==> src/rtl/lsu_bus_master.sv <==
// Load/store unit bus master: turns one RV32I load or store from the execute
// stage into a single request/grant/rvalid bus transaction, with byte-lane
// steering for stores and lane extraction plus sign/zero extension for loads.
module lsu_bus_master (
  input  logic        clk,
  input  logic        rst,
  input  logic        lsu_req_valid,
  input  logic        lsu_wr_en,
  input  logic [2:0]  lsu_funct3,
  input  logic [31:0] lsu_addr,
  input  logic [31:0] lsu_wdata,
  input  logic [4:0]  lsu_rd_addr,
  output logic        lsu_stall,
  output logic        bus_req,
  output logic        bus_we,
  output logic [31:0] bus_addr,
  output logic [3:0]  bus_be,
  output logic [31:0] bus_wdata,
  input  logic        bus_gnt,
  input  logic        bus_rvalid,
  input  logic [31:0] bus_rdata,
  output logic        wb_en,
  output logic [4:0]  wb_addr,
  output logic [31:0] wb_data,
  output logic        lsu_err
);

  typedef enum logic [1:0] {IDLE, REQ, WAIT_R} state_t;

  state_t      state, state_nxt;
  logic [31:0] addr_q;
  logic [2:0]  funct3_q;
  logic        we_q;
  logic [31:0] wdata_q;
  logic [3:0]  be_q;
  logic [4:0]  rd_q;

  logic        err_c;
  logic [3:0]  be_c;
  logic [31:0] wdata_c;
  logic        stall_c;
  logic        accept_c;
  logic        load_done_c;
  logic [31:0] rshift_c;
  logic [31:0] load_c;

  // Legality check: illegal width codes first, then natural alignment.
  always_comb begin
    logic illegal;
    logic misaligned;
    if (lsu_wr_en) illegal = lsu_funct3[2] | (lsu_funct3[1:0] == 2'b11);
    else           illegal = (lsu_funct3[1:0] == 2'b11) | (lsu_funct3 == 3'b110);
    case (lsu_funct3[1:0])
      2'b01:   misaligned = lsu_addr[0];
      2'b10:   misaligned = (lsu_addr[1:0] != 2'b00);
      default: misaligned = 1'b0;
    endcase
    err_c = illegal | misaligned;
  end

  // Byte enables and lane-replicated store data for the incoming access.
  always_comb begin
    case (lsu_funct3[1:0])
      2'b00: begin
        be_c    = 4'b0001 << lsu_addr[1:0];
        wdata_c = {4{lsu_wdata[7:0]}};
      end
      2'b01: begin
        be_c    = 4'b0011 << {lsu_addr[1], 1'b0};
        wdata_c = {2{lsu_wdata[15:0]}};
      end
      default: begin
        be_c    = 4'b1111;
        wdata_c = lsu_wdata;
      end
    endcase
  end

  // State register.
  always_ff @(posedge clk or posedge rst) begin
    if (rst) state <= IDLE;
    else     state <= state_nxt;
  end

  // Next-state and combinational stall/handshake decode.
  always_comb begin
    state_nxt   = state;
    stall_c     = 1'b0;
    accept_c    = 1'b0;
    load_done_c = 1'b0;
    case (state)
      IDLE: begin
        if (lsu_req_valid && !err_c) begin
          accept_c  = 1'b1;
          stall_c   = 1'b1;
          state_nxt = REQ;
        end
      end
      REQ: begin
        stall_c = 1'b1;
        if (bus_gnt) begin
          if (we_q) begin
            stall_c   = 1'b0;
            state_nxt = IDLE;
          end else begin
            state_nxt = WAIT_R;
          end
        end
      end
      WAIT_R: begin
        stall_c = 1'b1;
        if (bus_rvalid) begin
          stall_c     = 1'b0;
          load_done_c = 1'b1;
          state_nxt   = IDLE;
        end
      end
      default: state_nxt = IDLE;
    endcase
  end

  // Capture the accepted operation; held stable for the whole transaction.
  always_ff @(posedge clk or posedge rst) begin
    if (rst) begin
      addr_q   <= '0;
      funct3_q <= '0;
      we_q     <= 1'b0;
      wdata_q  <= '0;
      be_q     <= '0;
      rd_q     <= '0;
    end else if (accept_c) begin
      addr_q   <= lsu_addr;
      funct3_q <= lsu_funct3;
      we_q     <= lsu_wr_en;
      wdata_q  <= wdata_c;
      be_q     <= be_c;
      rd_q     <= lsu_rd_addr;
    end
  end

  // Bus outputs are live only while requesting; zero otherwise.
  assign bus_req   = (state == REQ);
  assign bus_we    = bus_req & we_q;
  assign bus_addr  = bus_req ? {addr_q[31:2], 2'b00} : '0;
  assign bus_be    = bus_req ? be_q : '0;
  assign bus_wdata = bus_we ? wdata_q : '0;
  assign lsu_stall = stall_c & ~rst;

  // Lane select and sign/zero extension of the returned word.
  always_comb begin
    rshift_c = bus_rdata >> {addr_q[1:0], 3'b000};
    case (funct3_q)
      3'b000:  load_c = {{24{rshift_c[7]}}, rshift_c[7:0]};
      3'b001:  load_c = {{16{rshift_c[15]}}, rshift_c[15:0]};
      3'b100:  load_c = {24'd0, rshift_c[7:0]};
      3'b101:  load_c = {16'd0, rshift_c[15:0]};
      default: load_c = bus_rdata;
    endcase
  end

  // Registered writeback and error pulse.
  always_ff @(posedge clk or posedge rst) begin
    if (rst) begin
      wb_en   <= 1'b0;
      wb_addr <= '0;
      wb_data <= '0;
      lsu_err <= 1'b0;
    end else begin
      wb_en   <= load_done_c && (rd_q != 5'd0);
      wb_addr <= (load_done_c && (rd_q != 5'd0)) ? rd_q : '0;
      wb_data <= (load_done_c && (rd_q != 5'd0)) ? load_c : '0;
      lsu_err <= (state == IDLE) && lsu_req_valid && err_c;
    end
  end

endmodule

==> config.mk <==
export PLATFORM = sky130hd
export DESIGN_NAME = lsu_bus_master
export DESIGN_NICKNAME = d
export VERILOG_FILES = /design/src/rtl/lsu_bus_master.sv
export SDC_FILE = /design/constraint.sdc
export NUM_CORES = 1
export LEC_CHECK = 0
export ABC_AREA = 1
export ABC_CLOCK_PERIOD_IN_PS = 8210
export CORE_AREA = 2 2 120 122
export CTS_CLUSTER_SIZE = 40
export DETAILED_ROUTE_END_ITERATION = 8
export DIE_AREA = 0 0 122 124
export MAX_ROUTING_LAYER = met4
export PLACE_DENSITY = 0.77
export SETUP_SLACK_MARGIN = 0.4
export SYNTH_ARGS = -nofsm -noshare
export SYNTH_HDL_FRONTEND = slang
export SYNTH_SLANG_ARGS = --single-unit
==> constraint.sdc <==
create_clock -name clk -period 8.21 [get_ports clk]
set_input_delay 1.2315 -clock clk [delete_from_list [all_inputs] [get_ports clk]]
set_output_delay 1.2315 -clock clk [all_outputs]
set_load 0.01 [all_outputs]
# Yosys cells after proc, flatten, opt, wreduce, memory -nomap -nowiden
# Index checks and enable logic that the tools add are counted.
[word_totals]
word_cells = 66
in_bits = 110
out_inout_bits = 110
ff_bits = 118
[op_classes]
eq_ne = 12
n_reduce_logical = 11
mux = 23
n_shift = 3
bitwise = 6
[op_table]
columns = ["op", "n"]
rows = [
  ["$pmux W32 S4", 1],
  ["$mux W32", 3],
  ["$pmux W32 S2", 1],
  ["$shr A32 B5 Y16", 1],
  ["$eq A3 B3 Y1 const B", 3],
  ["$mux W1", 8],
  ["$mux W2", 4],
  ["$pmux W4 S2", 1],
  ["$eq A2 B2 Y1 const B", 3],
  ["$pmux W2 S3", 1],
  ["$mux W5", 1],
  ["$reduce_bool A5 Y1", 1],
  ["$eq A2 B1 Y1 const B", 2],
  ["$logic_and A1 B1 Y1", 4],
  ["$logic_not A2 Y1", 2],
  ["$mux W4", 1],
  ["$ne A2 B2 Y1 const B", 2],
  ["$shl A1 B2 Y4 const A", 1],
  ["$shl A2 B2 Y4 const A", 1],
  ["$eq A3 B1 Y1 const B", 1],
  ["$logic_not A3 Y1", 1],
  ["$or A1 B1 Y1", 3],
  ["$pmux W1 S3", 1],
  ["$reduce_and A3 Y1", 1],
  ["6 further kinds", 7],
]

# Logic depth before layout (Yosys ltp)
# Gate-level depths: netlist of run 1.
[logic_depth]
word_depth = 9
depth_mapped = 11
depth_no_buf = 8

# Worst setup path after synthesis of run 1
# No wires, ideal clock.
[synth_path]
kind = "input -> output"
from = "in lsu_funct3[1]"
to = "out lsu_stall"
arrival_time_ps = 2279
path_buffers = 2
setup_slack_ps = 4700
path_stages = 9
path_cell_list = "inv_1 -> ha_1 -> buf_6 -> inv_2 -> o21ai_2 -> nand3_2 -> nand3b_4 -> clkbuf_2 -> a21oi_1"
[synth_between]
elab_chain_cells = 9
[synth_lines]
columns = ["element", "line", "rtl"]
rows = [
  ["start, declared", "9", "input logic [2:0] lsu_funct3,"],
  ["$eq A3 B3 Y1 or $eq A2 B2 Y1 (tied branches)", "52, 51", ""],
  ["$or A1 B1 Y1 (on tied branches)", "52, 51", ""],
  ["$mux W1", "51", "if (lsu_wr_en) illegal = lsu_funct3[2] | (lsu_funct3[1:0] == 2'b11);"],
  ["$or A1 B1 Y1 *", "58", "err_c = illegal | misaligned;"],
  ["$logic_not A1 Y1 *", "93", "if (lsu_req_valid && !err_c) begin"],
  ["$logic_and A1 B1 Y1 *", "93", ""],
  ["$mux W1 *", "93", ""],
  ["$pmux W1 S3 *", "91", "case (state)"],
  ["$and A1 B1 Y1 *", "147", "assign lsu_stall = stall_c & ~rst;"],
  ["end, declared", "13", "output logic lsu_stall,"],
]
# Mark *: on every way between the ends. The rest lies on a longest branch, timed or not.

# Final worst setup path of run 1
# Ends and elaborated chain as after synthesis.

==> results.json, run 1 <==
{
  "arrival_ps": 3900,
  "crit_start": "lsu_funct3[1]",
  "cp_top_family": "buffers and inverters",
  "synth_xor_area_share_pct": 0,
  "ys_ff_latch": 118,
  "rsz0062_at_grt": "false",
  "whs_ps": 482,
  "cts.repair.resized": 0,
  "drt_first_iter_violations": 374,
  "grt_pass1_wl_um": 25900,
  "syn2layout_area_growth_pct": 43.2,
  "yosysTopAreaCell": "dfrtp_1",
  "min_period_over_period_pct": 62.5,
  "p_total_uw": 2380,
  "synth_area_leaders": "dfrtp_1, inv_1, nand2_1",
  "die_h_um": 124,
  "critPathMaxFanout": 66,
  "ys_types": 30,
  "cp.depth": 9,
  "synth_compound_gate_area_share_pct": 15.6,
  "drc": 0,
  "rr_endpoint": "state[0]$_DFFE_PP0P_",
  "worst-path-buf-inv": 4,
  "cap_viol_max_count": 0,
  "fmaxAchievable_mhz": 195,
  "track_usage_pct": 23.0,
  "cp_slowest_stage_delay_ps": 590,
  "cts_root_buf": "clkbuf_16",
  "cp_slowest_cell": "clkdlybuf4s50_1",
  "synth-adder-area-share_pct": 0.823,
  "pre_cts_slack_ps": 3050,
  "ant_nets": 0,
  "final.setup_skew_ps": 7.17,
  "path_cells": "clkdlybuf4s50_1, inv_1, ha_1, inv_2, o21ai_2, nand3_2, nand3b_4, a21oi_1, clkdlybuf4s50_1",
  "h-tree-depth": 4,
  "crit_end": "lsu_stall",
  "rows": 43,
  "dieArea_sq_um": 15100,
  "ir_drop_mv": 0.149,
  "critical_path_class": "in2out",
  "required_ps": 6980,
  "cts-hold-fix-buffers": 0,
  "r2r_slack_ps": 5800,
  "numCtsBuffers": 17,
  "nets": 1084,
  "initial_utilization_pct": 44.3,
  "routedWlPerCell_um": 14.0,
  "synth.cell_area_sq_um": 6080,
  "core_area_sq_um": 13700,
  "num_io_pins": 220,
  "clk_latency_ps": 420,
  "grt_overflow": 0,
  "relSlewSlack_pct": 26.7,
  "hpwl_um": 11400,
  "antenna_found_initial": 0,
  "vias": 5534,
  "hold_violations": 0,
  "powerDensity_nw_per_um2": 273,
  "fin_util_pct": 63.5,
  "yosys_warnings": 0,
  "r2r_start": "state[1]$_DFFE_PP0P_",
  "reg2reg_depth": 5,
  "globalplace.congestion": 0.924,
  "synthSimpleGateAreaFrac_pct": 20.5,
  "cts.reportedPaths.clkPinSlew_ps": 50,
  "synth_top_family_by_area": "simple AND/OR/NAND/NOR gates",
  "drt_pass1_iterations": 5,
  "die-width_um": 122,
  "cp-end-kind": "output port",
  "clock_path_buffers": 2,
  "fin_crit_ps": 5130,
  "numPortBuffers": 217,
  "cpMostUsedCell": "clkdlybuf4s50_1",
  "via_per_inst": 4.77,
  "critPathLaunchType": "input pin",
  "drive_above_1_share_pct": 9.19,
  "outcome": "finished clean",
  "wl_um": 16200,
  "holdCritPathClass": "reg2reg",
  "slew_viol_final": 0,
  "syn_inst": 773,
  "max_slew.worst_pin.slew_ps": 1100,
  "diodes": 0,
  "cts_tree": "done",
  "grt_max_degree": 92,
  "finalSetupViolations": 0,
  "synthMuxAreaShare_pct": 0,
  "tns_ps": 0,
  "setup_ws_ps": 3080,
  "cts_setup_buffers": 0,
  "synth_top_area_share_pct": 48.5,
  "seq_area_frac_synth_pct": 48.5,
  "cts.sinks": 118,
  "grt_pass1_vias": 5322,
  "syn_avg_cell_area_sq_um": 7.87,
  "p_leak_uw": 0.00427
}
## worst register-to-register path: stages (launching register included)
cell	delay, ps
dfrtp_1	330
inv_1	60
nand3_1	130
nand3b_4	600
buf_4	900
o21ai_0	220
## cells in the mapped netlist
cell type  count
and3_1         1
nor3_1         2
nand2_1      137
buf_6         17
buf_4          7
nand4_1        1
nand3b_4       1
inv_1        140
o21ai_1       36
nand2_4        2
nand3_1       27
conb_1         1
nand3_2        2
inv_4          1
dfrtp_1      118
clkbuf_2       1
nor2_2         8
a21oi_2        1
o21ai_0       38
a21oi_1       39
a31o_2         1
clkinv_1       1
nand2_2        4
inv_2          5
ha_1           4
clkbuf_1      13
nor2_1       117
o31ai_1        8
buf_2          5
o21ai_2       35
## how the worst min path moves through the flow
stage / slack [ps] / startpoint / endpoint / depth (start not counted)
detailed placement: 470 / rd_q[3]$_DFFE_PP0P_ / rd_q[3]$_DFFE_PP0P_ / 2
CTS: 480 / rd_q[3]$_DFFE_PP0P_ / rd_q[3]$_DFFE_PP0P_ / 2
global route: 500 / rd_q[3]$_DFFE_PP0P_ / rd_q[3]$_DFFE_PP0P_ / 2
finish: 480 / be_q[0]$_DFFE_PP0P_ / be_q[0]$_DFFE_PP0P_ / 2
floorplan: 450 / wdata_q[14]$_DFFE_PP0P_ / wdata_q[14]$_DFFE_PP0P_ / 2
global placement: 470 / wdata_q[15]$_DFFE_PP0P_ / wdata_q[15]$_DFFE_PP0P_ / 2
## area by class of cell
type | instances | area (sq um)
clock buffers | 24 | 502
well taps | 180 | 225
flip-flops and latches | 118 | 2950
multi-input cells | 466 | 2260
inverters | 147 | 557
repair buffers | 220 | 2190
clock inverters | 4 | 22.5
fillers | 1169 | 5010
## cells in the final DEF (no fill, tap or decap), types with 2 or more instances in the layout
cell type and count:
a21oi_1 39, buf_4 3, clkbuf_1 2, clkbuf_16 17, clkbuf_8 5, clkdlybuf4s50_1 217
clkinv_2 3, conb_1 2, dfrtp_1 118, ha_1 4, inv_1 139, inv_2 5
inv_4 2, nand2_1 137, nand2_2 4, nand2_4 2, nand3_1 27, nand3_2 2
nor2_1 117, nor2_2 8, nor3_1 2, o21ai_0 38, o21ai_1 36, o21ai_2 35
o31ai_1 8
## through the flow
stage | area (sq um) | cells
6_report | 8710 | 1159
5_1_grt | 8710 | 1159
4_1_cts | 8710 | 1159
3_5_place_dp | 8190 | 1131
3_3_place_gp | 8190 | 1131
2_1_floorplan | 6090 | 774
## power breakdown
part,internal [uW],switching (uW)
clock network,416,244
logic,360,455
registers,769,133
total,1540,831
## layer usage
layer | GRT usage, % | vias up | wire, um
li1 | - | 2757 | -
met1 | 28.6 | 2498 | 6940
met2 | 34.6 | 243 | 7330
met3 | 8.01 | 36 | 1480
met4 | 8.98 | 0 | 471
met5 | - | - | 0
## state kept, by name, summed over array words and instances (netlist names)
| name | flops |
|---|---|
| wdata_q | 32 |
| funct3_q | 3 |
| wb_en | 1 |
| state | 2 |
| wb_data | 32 |
| we_q | 1 |
| rd_q | 5 |
| addr_q | 32 |
| be_q | 4 |
| lsu_err | 1 |
| wb_addr | 5 |
## cell families after synthesis
kind of cell / Yosys count
other: 1
adder cells (fa/ha/maj): 4
AO/OA/AOI/OAI: 158
buffers and inverters: 190
AND/OR/NAND/NOR: 302
flip-flops: 118
Power figures use the tool's default switching activity.
==> run 2, diff against run 1 <==
ABC_CLOCK_PERIOD_IN_PS = 5400   (was 8210)
clock period = 5.4 ns   (was 8.21 ns; I/O delays follow)
==> run 2 against run 1 <==
Via count rose by 0.99%; highest routed layer unchanged; first-iteration DRC count up 10%; total power grew 58%; critical path type is now reg2out; design area up 0.96%; setup slack got worse by 1300 ps; non-clock buffer count rose by 2; register-to-register slack got worse by 2900 ps; largest cell class unchanged; wire length grew 0.19%.
==> results.json, run 2 (synthesis results as in run 1) <==
{
  "critPathLaunchType": "flop",
  "ant_nets": 0,
  "fillers": 1179,
  "drc": 0,
  "h-tree-depth": 4,
  "globalplace.congestion": 0.915,
  "p_leak_uw": 0.00430,
  "cts_setup_buffers": 0,
  "relSlewSlack_pct": 31.3,
  "holdCritPathClass": "reg2reg",
  "critical_path_class": "reg2out",
  "required_ps": 4590,
  "cp-end-kind": "output port",
  "arrival_ps": 2850,
  "drive_above_1_share_pct": 9.54,
  "cts-hold-fix-buffers": 0,
  "nets": 1086,
  "fin_crit_ps": 3660,
  "num_io_pins": 220,
  "clk_latency_ps": 410,
  "cts.sinks": 118,
  "finalSetupViolations": 0,
  "powerDensity_nw_per_um2": 427,
  "grt_pass1_vias": 5161,
  "grt_overflow": 0,
  "cpMostUsedCell": "nor2_1",
  "cp_slowest_stage_delay_ps": 770,
  "die_h_um": 124,
  "hold_violations": 0,
  "cts.reportedPaths.clkPinSlew_ps": 50,
  "outcome": "finished clean",
  "wl_um": 16300,
  "grt_max_degree": 90,
  "final_cell_mix": "clkdlybuf4s50_1, inv_1, nand2_1",
  "final_common_cell": "clkdlybuf4s50_1",
  "die-width_um": 122,
  "antenna_found_initial": 0,
  "cts.repair.resized": 0,
  "tns_ps": 0,
  "seq_area_sq_um": 2950,
  "ir_drop_mv": 0.224,
  "diodes": 0,
  "syn2layout_area_growth_pct": 44.6,
  "rsz0062_at_grt": "false",
  "cts_root_buf": "clkbuf_16",
  "via_per_inst": 4.80,
  "final_cells": 1165,
  "fin_util_pct": 64.1,
  "rows": 43,
  "drt_first_iter_violations": 413,
  "min_period_over_period_pct": 67.8,
  "reg.largest.list": "addr_q: 32 flops, wb_data: 32 flops, wdata_q: 32 flops",
  "track_usage_pct": 22.6,
  "clock_path_buffers": 2,
  "final.setup_skew_ps": 6.94,
  "slew_viol_final": 0,
  "core_area_sq_um": 13700,
  "path_cells": "nand2_1, buf_4, nor2_1, inv_1, nor2_1, clkdlybuf4s50_1",
  "numPortBuffers": 217,
  "multiInputGateArea_sq_um": 2260,
  "hpwl_um": 11700,
  "vias": 5589,
  "initial_utilization_pct": 44.3,
  "cap_viol_max_count": 0,
  "critPathMaxFanout": 38,
  "dp_cells": 1133,
  "cts_tree": "done",
  "grt_pass1_wl_um": 25500,
  "max_slew.worst_pin.slew_ps": 1030,
  "cp_slowest_cell": "inv_1",
  "routedWlPerCell_um": 14.0,
  "drt_pass1_iterations": 5,
  "dieArea_sq_um": 15100,
  "fmaxAchievable_mhz": 273,
  "numCtsBuffers": 17
}
run 2: metal layers:
metal  routed length, um  vias up  GRT usage, %
li1                    -     2769             -
met1                7040     2538          28.5
met2                7480      253          34.5
met3                1320       29          6.00
met4                 420        0          9.91
met5                   0        -             -
run 2: worst max-delay path: cells and delay by family, from the launching register on:
kind / cells / cell delay [ps]
buf+inv: 3 / 1660
flops: 1 / 390
simple gates: 3 / 370
run 2: area by class of cell:
cell class	count	share of cell area (%)
flip-flops and latches	118	33.6
multi-input cells	466	25.7
repair buffers	222	25.1
inverters	147	6.33
clock buffers	23	5.32
well taps	180	2.56
clock inverters	9	1.42
run 2: final timing paths:
path,cells past startpoint,endpoint,slack (ps),from
worst min register to register,2,be_q[3]$_DFFE_PP0P_,480,be_q[3]$_DFFE_PP0P_
worst max register to register,6,state[0]$_DFFE_PP0P_,2920,state[1]$_DFFE_PP0P_
max in group asynchronous,3,wb_data[10]$_DFF_PP0_,3710,rst
worst min-delay path,2,be_q[3]$_DFFE_PP0P_,480,be_q[3]$_DFFE_PP0P_
min in group asynchronous,2,addr_q[28]$_DFFE_PP0P_,780,rst
worst max-delay path,6,bus_wdata[24],1740,state[0]$_DFFE_PP0P_
run 2: power breakdown:
| group | leakage (uW) | internal (uW) | switching, uW |
|---|---|---|---|
| logic | 0.00249 | 549 | 690 |
| clock network | 0.000287 | 746 | 390 |
| registers | 0.00153 | 1170 | 213 |
run 2: per-stage QoR:
stage	hold WS, ps	setup slack, ps	total power [uW]	area, sq um
6_report	481	1740	3760	8790
5_1_grt	499	1470	4010	8790
4_1_cts	482	1690	3780	8790
3_5_place_dp	469	1380	2630	8200
3_3_place_gp	466	1440	2590	8200
2_1_floorplan	453	1460	2200	6090
